==> src/rtl/modulo_gerenciador_buffers_rolhas_param.sv <==
// Cork-supply manager: secondary (operator) and principal (dispenser) buffers,
// operator load check, per-pulse consumption and batched auto-refill FSM.
// Optional feature macro: ROLHAS_TOTAL_CONSUMO_EN adds total_cons[15:0],
// a saturating count of successful consumes.
module modulo_gerenciador_buffers_rolhas_param #(
  parameter int W         = 7,
  parameter int SEC_MAX   = 99,
  parameter int PRI_MAX   = 99,
  parameter int MIN_LEVEL = 5,
  parameter int BATCH     = 20
) (
  input  logic         clk,
  input  logic         clr,
  input  logic         enable,
  input  logic         load_valid,
  input  logic [W-1:0] load_qty,
  input  logic         consume,
  output logic         load_ack,
  output logic         load_rej,
  output logic         cons_err,
  output logic         xfer_busy,
  output logic         ro,
  output logic [W-1:0] buf_sec,
  output logic [W-1:0] buf_pri,
`ifdef ROLHAS_TOTAL_CONSUMO_EN
  output logic [15:0]  total_cons,
`endif
  output logic [1:0]   state
);

  typedef enum logic [1:0] {
    IDLE = 2'b00,
    XFER = 2'b01,
    DONE = 2'b10
  } state_t;

  localparam logic [W:0]   C_SEC_MAX = (W+1)'(SEC_MAX);
  localparam logic [W:0]   C_PRI_MAX = (W+1)'(PRI_MAX);
  localparam logic [W:0]   C_MIN     = (W+1)'(MIN_LEVEL);
  localparam logic [W:0]   C_BATCH   = (W+1)'(BATCH);
  localparam logic [W-1:0] C_ONE     = W'(1);

  state_t       r_state;
  logic [W-1:0] r_sec;
  logic [W-1:0] r_pri;
  logic [W-1:0] r_cnt;
  logic         r_ack;
  logic         r_rej;
  logic         r_err;

  logic         w_step;
  logic [W:0]   w_sec_after;
  logic [W:0]   w_sec_sum;
  logic         w_accept;
  logic         w_cons_ok;
  logic         w_trigger;

  // Refill step, load acceptance and consume outcome for this edge.
  always_comb begin
    w_step      = (r_state == XFER) && enable;
    w_sec_after = {1'b0, r_sec} - {{W{1'b0}}, w_step};
    w_sec_sum   = w_sec_after + {1'b0, load_qty};
    w_accept    = load_valid && (load_qty != '0) && (w_sec_sum <= C_SEC_MAX);
    // A step landing on the same edge supplies the cork, so the consume always succeeds.
    w_cons_ok   = consume && (w_step || (r_pri != '0));
    w_trigger   = enable && ({1'b0, r_pri} <= C_MIN) && ({1'b0, r_sec} >= C_BATCH)
                  && (({1'b0, r_pri} + C_BATCH) <= C_PRI_MAX);
  end

  // Buffer counters, response pulses and refill FSM.
  always_ff @(posedge clk or negedge clr) begin
    if (!clr) begin
      r_state <= IDLE;
      r_sec   <= '0;
      r_pri   <= '0;
      r_cnt   <= '0;
      r_ack   <= 1'b0;
      r_rej   <= 1'b0;
      r_err   <= 1'b0;
    end else begin
      r_ack <= w_accept;
      r_rej <= load_valid && !w_accept;
      r_err <= consume && !w_cons_ok;

      r_sec <= w_accept ? w_sec_sum[W-1:0] : w_sec_after[W-1:0];

      if (w_step && !consume)
        r_pri <= r_pri + C_ONE;
      else if (!w_step && w_cons_ok)
        r_pri <= r_pri - C_ONE;

      case (r_state)
        IDLE: begin
          if (w_trigger) begin
            r_state <= XFER;
            r_cnt   <= W'(BATCH);
          end
        end
        XFER: begin
          if (w_step) begin
            r_cnt <= r_cnt - C_ONE;
            if (r_cnt == C_ONE)
              r_state <= DONE;
          end
        end
        DONE:    r_state <= IDLE;
        default: r_state <= IDLE;
      endcase
    end
  end

`ifdef ROLHAS_TOTAL_CONSUMO_EN
  logic [15:0] r_tot;

  // Saturating count of successful consumes.
  always_ff @(posedge clk or negedge clr) begin
    if (!clr)
      r_tot <= '0;
    else if (w_cons_ok && (r_tot != 16'hFFFF))
      r_tot <= r_tot + 16'd1;
  end

  assign total_cons = r_tot;
`endif

  assign load_ack  = r_ack;
  assign load_rej  = r_rej;
  assign cons_err  = r_err;
  assign xfer_busy = (r_state == XFER);
  assign ro        = (r_pri == '0);
  assign buf_sec   = r_sec;
  assign buf_pri   = r_pri;
  assign state     = r_state;

endmodule

==> config.mk <==
export PLATFORM = sky130hd
export DESIGN_NAME = modulo_gerenciador_buffers_rolhas_param
export DESIGN_NICKNAME = d
export VERILOG_FILES = /design/src/rtl/modulo_gerenciador_buffers_rolhas_param.sv
export SDC_FILE = /design/constraint.sdc
export NUM_CORES = 1
export LEC_CHECK = 0
export CORE_MARGIN = 2
export CORE_UTILIZATION = 52
export DETAILED_ROUTE_END_ITERATION = 16
export PLACE_DENSITY_LB_ADDON = 0.12
export SLEW_MARGIN = 25
export SYNTH_ARGS = -nofsm -noshare
export SYNTH_HDL_FRONTEND = slang
export SYNTH_SLANG_ARGS = --single-unit
export TNS_END_PERCENT = 10
==> constraint.sdc <==
create_clock -name clk -period 3.5 [get_ports clk]
set_input_delay 0.35 -clock clk [delete_from_list [all_inputs] [get_ports clk]]
set_output_delay 0.35 -clock clk [all_outputs]
set_load 0.005 [all_outputs]
==> metrics.md <==
| Metric | Value |
|---|---|
| PwrDens | `~980 nW/um2` |
| Hold WC Path Type | `primary input to asynchronous set/reset pin` |
| DR DRC count | `0` |
| CTS Buf Count | `3` |
| FF-to-FF path depth | `13` |
| Iter 0 DRT Violations | `90` |
| Largest family of logic cells by synthesized area | `simple AND/OR/NAND/NOR gates` |
| P_sw | `~0.92 mW` |
| Overflow after GRT | `0` |
| Hold buffers post-CTS | `0` |
| Filler cells | `253` |
| Vias | `~1400` |
| First-pass GRT wire length | `6490 um` |
| Startpoint types | `flop` |
| Clock period minus worst slack | `about 3.3 ns` |
| Mapped Nets | `around 200` |
| Core Util, Final | `69.7%` |
| Max Clk Rate | `just over 0.3 GHz` |
| Crit. End Element | `flop` |
| Dpl cells | `260` |
| First drt pass iteration count | `4` |
| Internal Pwr Total | `around 1.3 mW` |
| WP data arrival | `roughly 3.5 ns` |
| Pre-CTS setup slack | `-0.101 ns` |
| Fraction of layout cells with a size suffix above 1 | `between 10% and 20%` |
| Outcome | `finished clean` |
| CTS Root Cell | `clkbuf_4` |
| Flop pwr share | `between 20% and 30%` |
| Post-Syn Instances | `between 150 and 200` |
| Max Cap Viol | `0` |
| I/O pin count | `33` |
| Crit-path leading delay family | `compound AO/OA/AOI/OAI gates` |
| WP buf/inv | `2` |
| Clock Skew | `approximately 0.0036 ns` |
| Rel. slew slack | `61.2%` |
| DP HPWL | `2970 um` |
| RSZ-0062 raised after global routing | `false` |
| CTS tree | `done` |
| Yosys reg bits | `26` |
| Mapped Area | `1770 um2` |
| Slowest-stage cell, CP | `dfrtp_1` |
| CP startpoint | `state[0]` |
| Finished Cell Area | `about 2300 um2` |
| Slew of the pin with the lowest slew margin | `a little under 0.6 ns` |
| Synth Area in Adders | `a little over an eighth` |
| Compound-gate portion of the synthesized area | `13.6%` |
| Die Y | `slightly above 60 um` |
| ANT nets after route | `0` |
| Period utilization | `between 90 and 100%` |
| Post-Synth XOR/XNOR Area | `between 10% and 20%` |
| Syn-to-layout area delta | `30.3%` |
| CTS Sinks | `26` |
| Number of global-route vias before repair | `between 1500 and 2000` |
| Placed cell areas | `roughly 2200 um2` |
| IO buf count | `32` |
| Leakage | `around 1.0 nW` |
| H-tree levels | `1` |
| Core ar. | `roughly 3300 um2` |
| Critical-path cell list | `nor2b_2 -> nand2_1 -> inv_1 -> ha_1 -> ha_1 -> buf_4 -> xor2_1 -> ha_1 -> a21o_1 -> a41oi_1 -> xnor2_1 -> a31oi_4 -> mux2_4` |
| Worst Setup Slack, final | `0.235 ns` |
| Sequential-to-total area share from yosys stat | `36.7%` |
| Final Wtd Congestion | `between 0.8 and 0.9` |
| Post-synth EDFFs | `0` |
| Total Power | `between 2 and 2.5 mW` |
| Clock transition at path regs | `approximately 0.14 ns` |
| Multiplexer share of the synthesized area | `6.85%` |
| Final nets | `~250` |
| Max VDD drop | `543 uV` |
| Die area | `around 3900 um2` |
| Worst r2r src | `state[0]` |
| Crit path largest cell delay | `around 0.42 ns` |
| Ant diodes | `0` |
| CP Max Fanout | `7` |
| CP required | `approximately 3.7 ns` |
| Clk_lat worst skew | `~0.32 ns` |
| Final hold violations | `0` |
| Clock Path Buffers | `2` |
| Fin cells | `roughly 270` |
| Routed WL per cell | `between 10 and 15 um` |
| Final Setup Violations | `0` |
| Async S/R FF share, synth | `between 90% and 100%` |
| Synth Area per Inst | `10.4 um2` |
| Max Slew Vio Count | `0` |
| Initial core utilization | `53.5%` |
| Initial antenna violation count | `0` |
| Sw Ratio | `40.7%` |
| Vias per inst | `between 5 and 6` |
| Synth Flop Type | `dfrtp_1` |
| Routed WL | `3720 um` |
| Die width | `approximately 62 um` |
| Yosys cell types | `40` |
| Num rows | `21` |
| Combinational power share | `around 67%` |
| Most frequent CP cell | `ha_1` |
| CP Depth | `13` |
| Total GRT Usage | `20.6%` |
| Post-Synth Simple-Gate Area | `15.9%` |
| Synth warnings | `0` |
| Clock share of power | `6.8%` |
| Critical path class | `flop to flop` |
| Largest net degree at the start of global routing | `27` |
-- sequential cells by signal, indices dropped and copies added (netlist names) --
name      cells
buf_pri       7
buf_sec       7
cons_err      1
load_ack      1
load_rej      1
r_cnt         7
state         2
-- power groups by stage --
stage	sequential (mW)	clock, mW	combinational (mW)
3_3_place_gp	0.599	0	1.42
2_1_floorplan	0.586	0	0.979
5_1_grt	0.627	0.169	1.68
4_1_cts	0.601	0.157	1.48
3_5_place_dp	0.608	0	1.47
6_report	0.605	0.155	1.51
-- worst reg2reg max path, cell delays in order (launching register included) --
cell     delay, ns
dfrtp_1       0.42
nor2b_2       0.18
nand2_1       0.09
inv_1         0.06
ha_1          0.20
ha_1          0.19
buf_4         0.13
xor2_1        0.21
ha_1          0.34
a21o_1        0.24
a41oi_1       0.25
xnor2_1       0.16
a31oi_4       0.36
mux2_4        0.33
-- cell usage in the layout, fill, tap and decap left out, types with 2 or more instances in the layout --
master            n
xor2_1            9
fa_1              2
a211oi_2          2
o22a_1            2
dfrtp_1          26
mux2_2            2
xnor2_1          10
o21bai_1          2
a21oi_1          10
nor4_1            2
clkdlybuf4s50_1  32
xnor2_2           2
o21ai_0           6
nor2b_1           2
nand3_1           7
nor3b_2           2
nand2b_1          2
and3_1            2
clkbuf_4          3
ha_1             15
mux2_4            5
a21o_1            3
nor3_1            4
inv_1            11
and2_1            3
buf_4            14
nor2_1           10
nand2_1          12
-- stage by stage --
stage | setup TNS, ns | hold slack, ns
6_report | 0 | 0.381
4_1_cts | 0 | 0.389
2_1_floorplan | 0 | 0.0544
3_3_place_gp | 0 | 0.476
5_1_grt | 0 | 0.414
3_5_place_dp | -0.486 | 0.500
-- kinds of logic after synthesis --
| group | Yosys count |
|---|---|
| and+or+nand+nor | 53 |
| AOI/OAI and AO/OA | 32 |
| DFF | 26 |
| xor gates and xnor gates | 21 |
| adders and majority gates | 18 |
| buffers and inverters | 12 |
| muxes | 9 |
-- cell usage after synthesis, types with 2 or more instances --
master / number / area [um2]
dfrtp_1: 26 / 651
ha_1: 16 / 200
nand2_1: 12 / 45.0
a21oi_1: 11 / 55.1
inv_1: 11 / 41.3
xnor2_1: 11 / 96.3
nor2_1: 10 / 37.5
xor2_1: 9 / 78.8
nand3_1: 7 / 35.0
o21ai_0: 6 / 30.0
mux2_4: 5 / 75.1
nor3_1: 4 / 20.0
a21o_1: 3 / 22.5
and2_1: 3 / 18.8
nor2b_1: 3 / 18.8
a211oi_2: 2 / 25.0
and3_1: 2 / 12.5
fa_1: 2 / 40.0
mux2_2: 2 / 22.5
nand2b_1: 2 / 12.5
nor3b_1: 2 / 15.0
nor4_1: 2 / 12.5
o21bai_1: 2 / 15.0
o22a_1: 2 / 17.5
-- repair_timing --
action / in CTS / in global routing
buffers inserted: 0 / 2
setup endpoints to repair: 0 / 8
resized for setup: 0 / 5
-- layer usage --
layer	global-route usage, %	part of all wire [%]	vias up
met5	0	0	-
met4	11.1	3.2	0
met3	2.88	3.0	11
met2	36.5	50	32
met1	24.0	44	699
li1	-	-	703
-- worst paths after layout --
kind / endpoint / slack [ns]
worst max-delay path: buf_sec[4] / 0.24
worst min-delay path: buf_pri[0] / 0.38
worst max register to register: buf_sec[4] / 0.24
worst min register to register: buf_pri[6] / 0.53
max in group asynchronous: state[0] / 2.87
min in group clk: buf_pri[6] / 0.53
-- final cells by class --
type | count | area, um2 | area share (%)
tap | 46 | 57.6 | 2.49
timing repair buffer | 46 | 425 | 18.4
multi-input combinational | 133 | 1100 | 47.5
clock buffer | 4 | 36.3 | 1.57
sequential | 26 | 651 | 28.2
inverter | 11 | 41.3 | 1.79
Note: power is estimated with default switching activity, not from simulation.
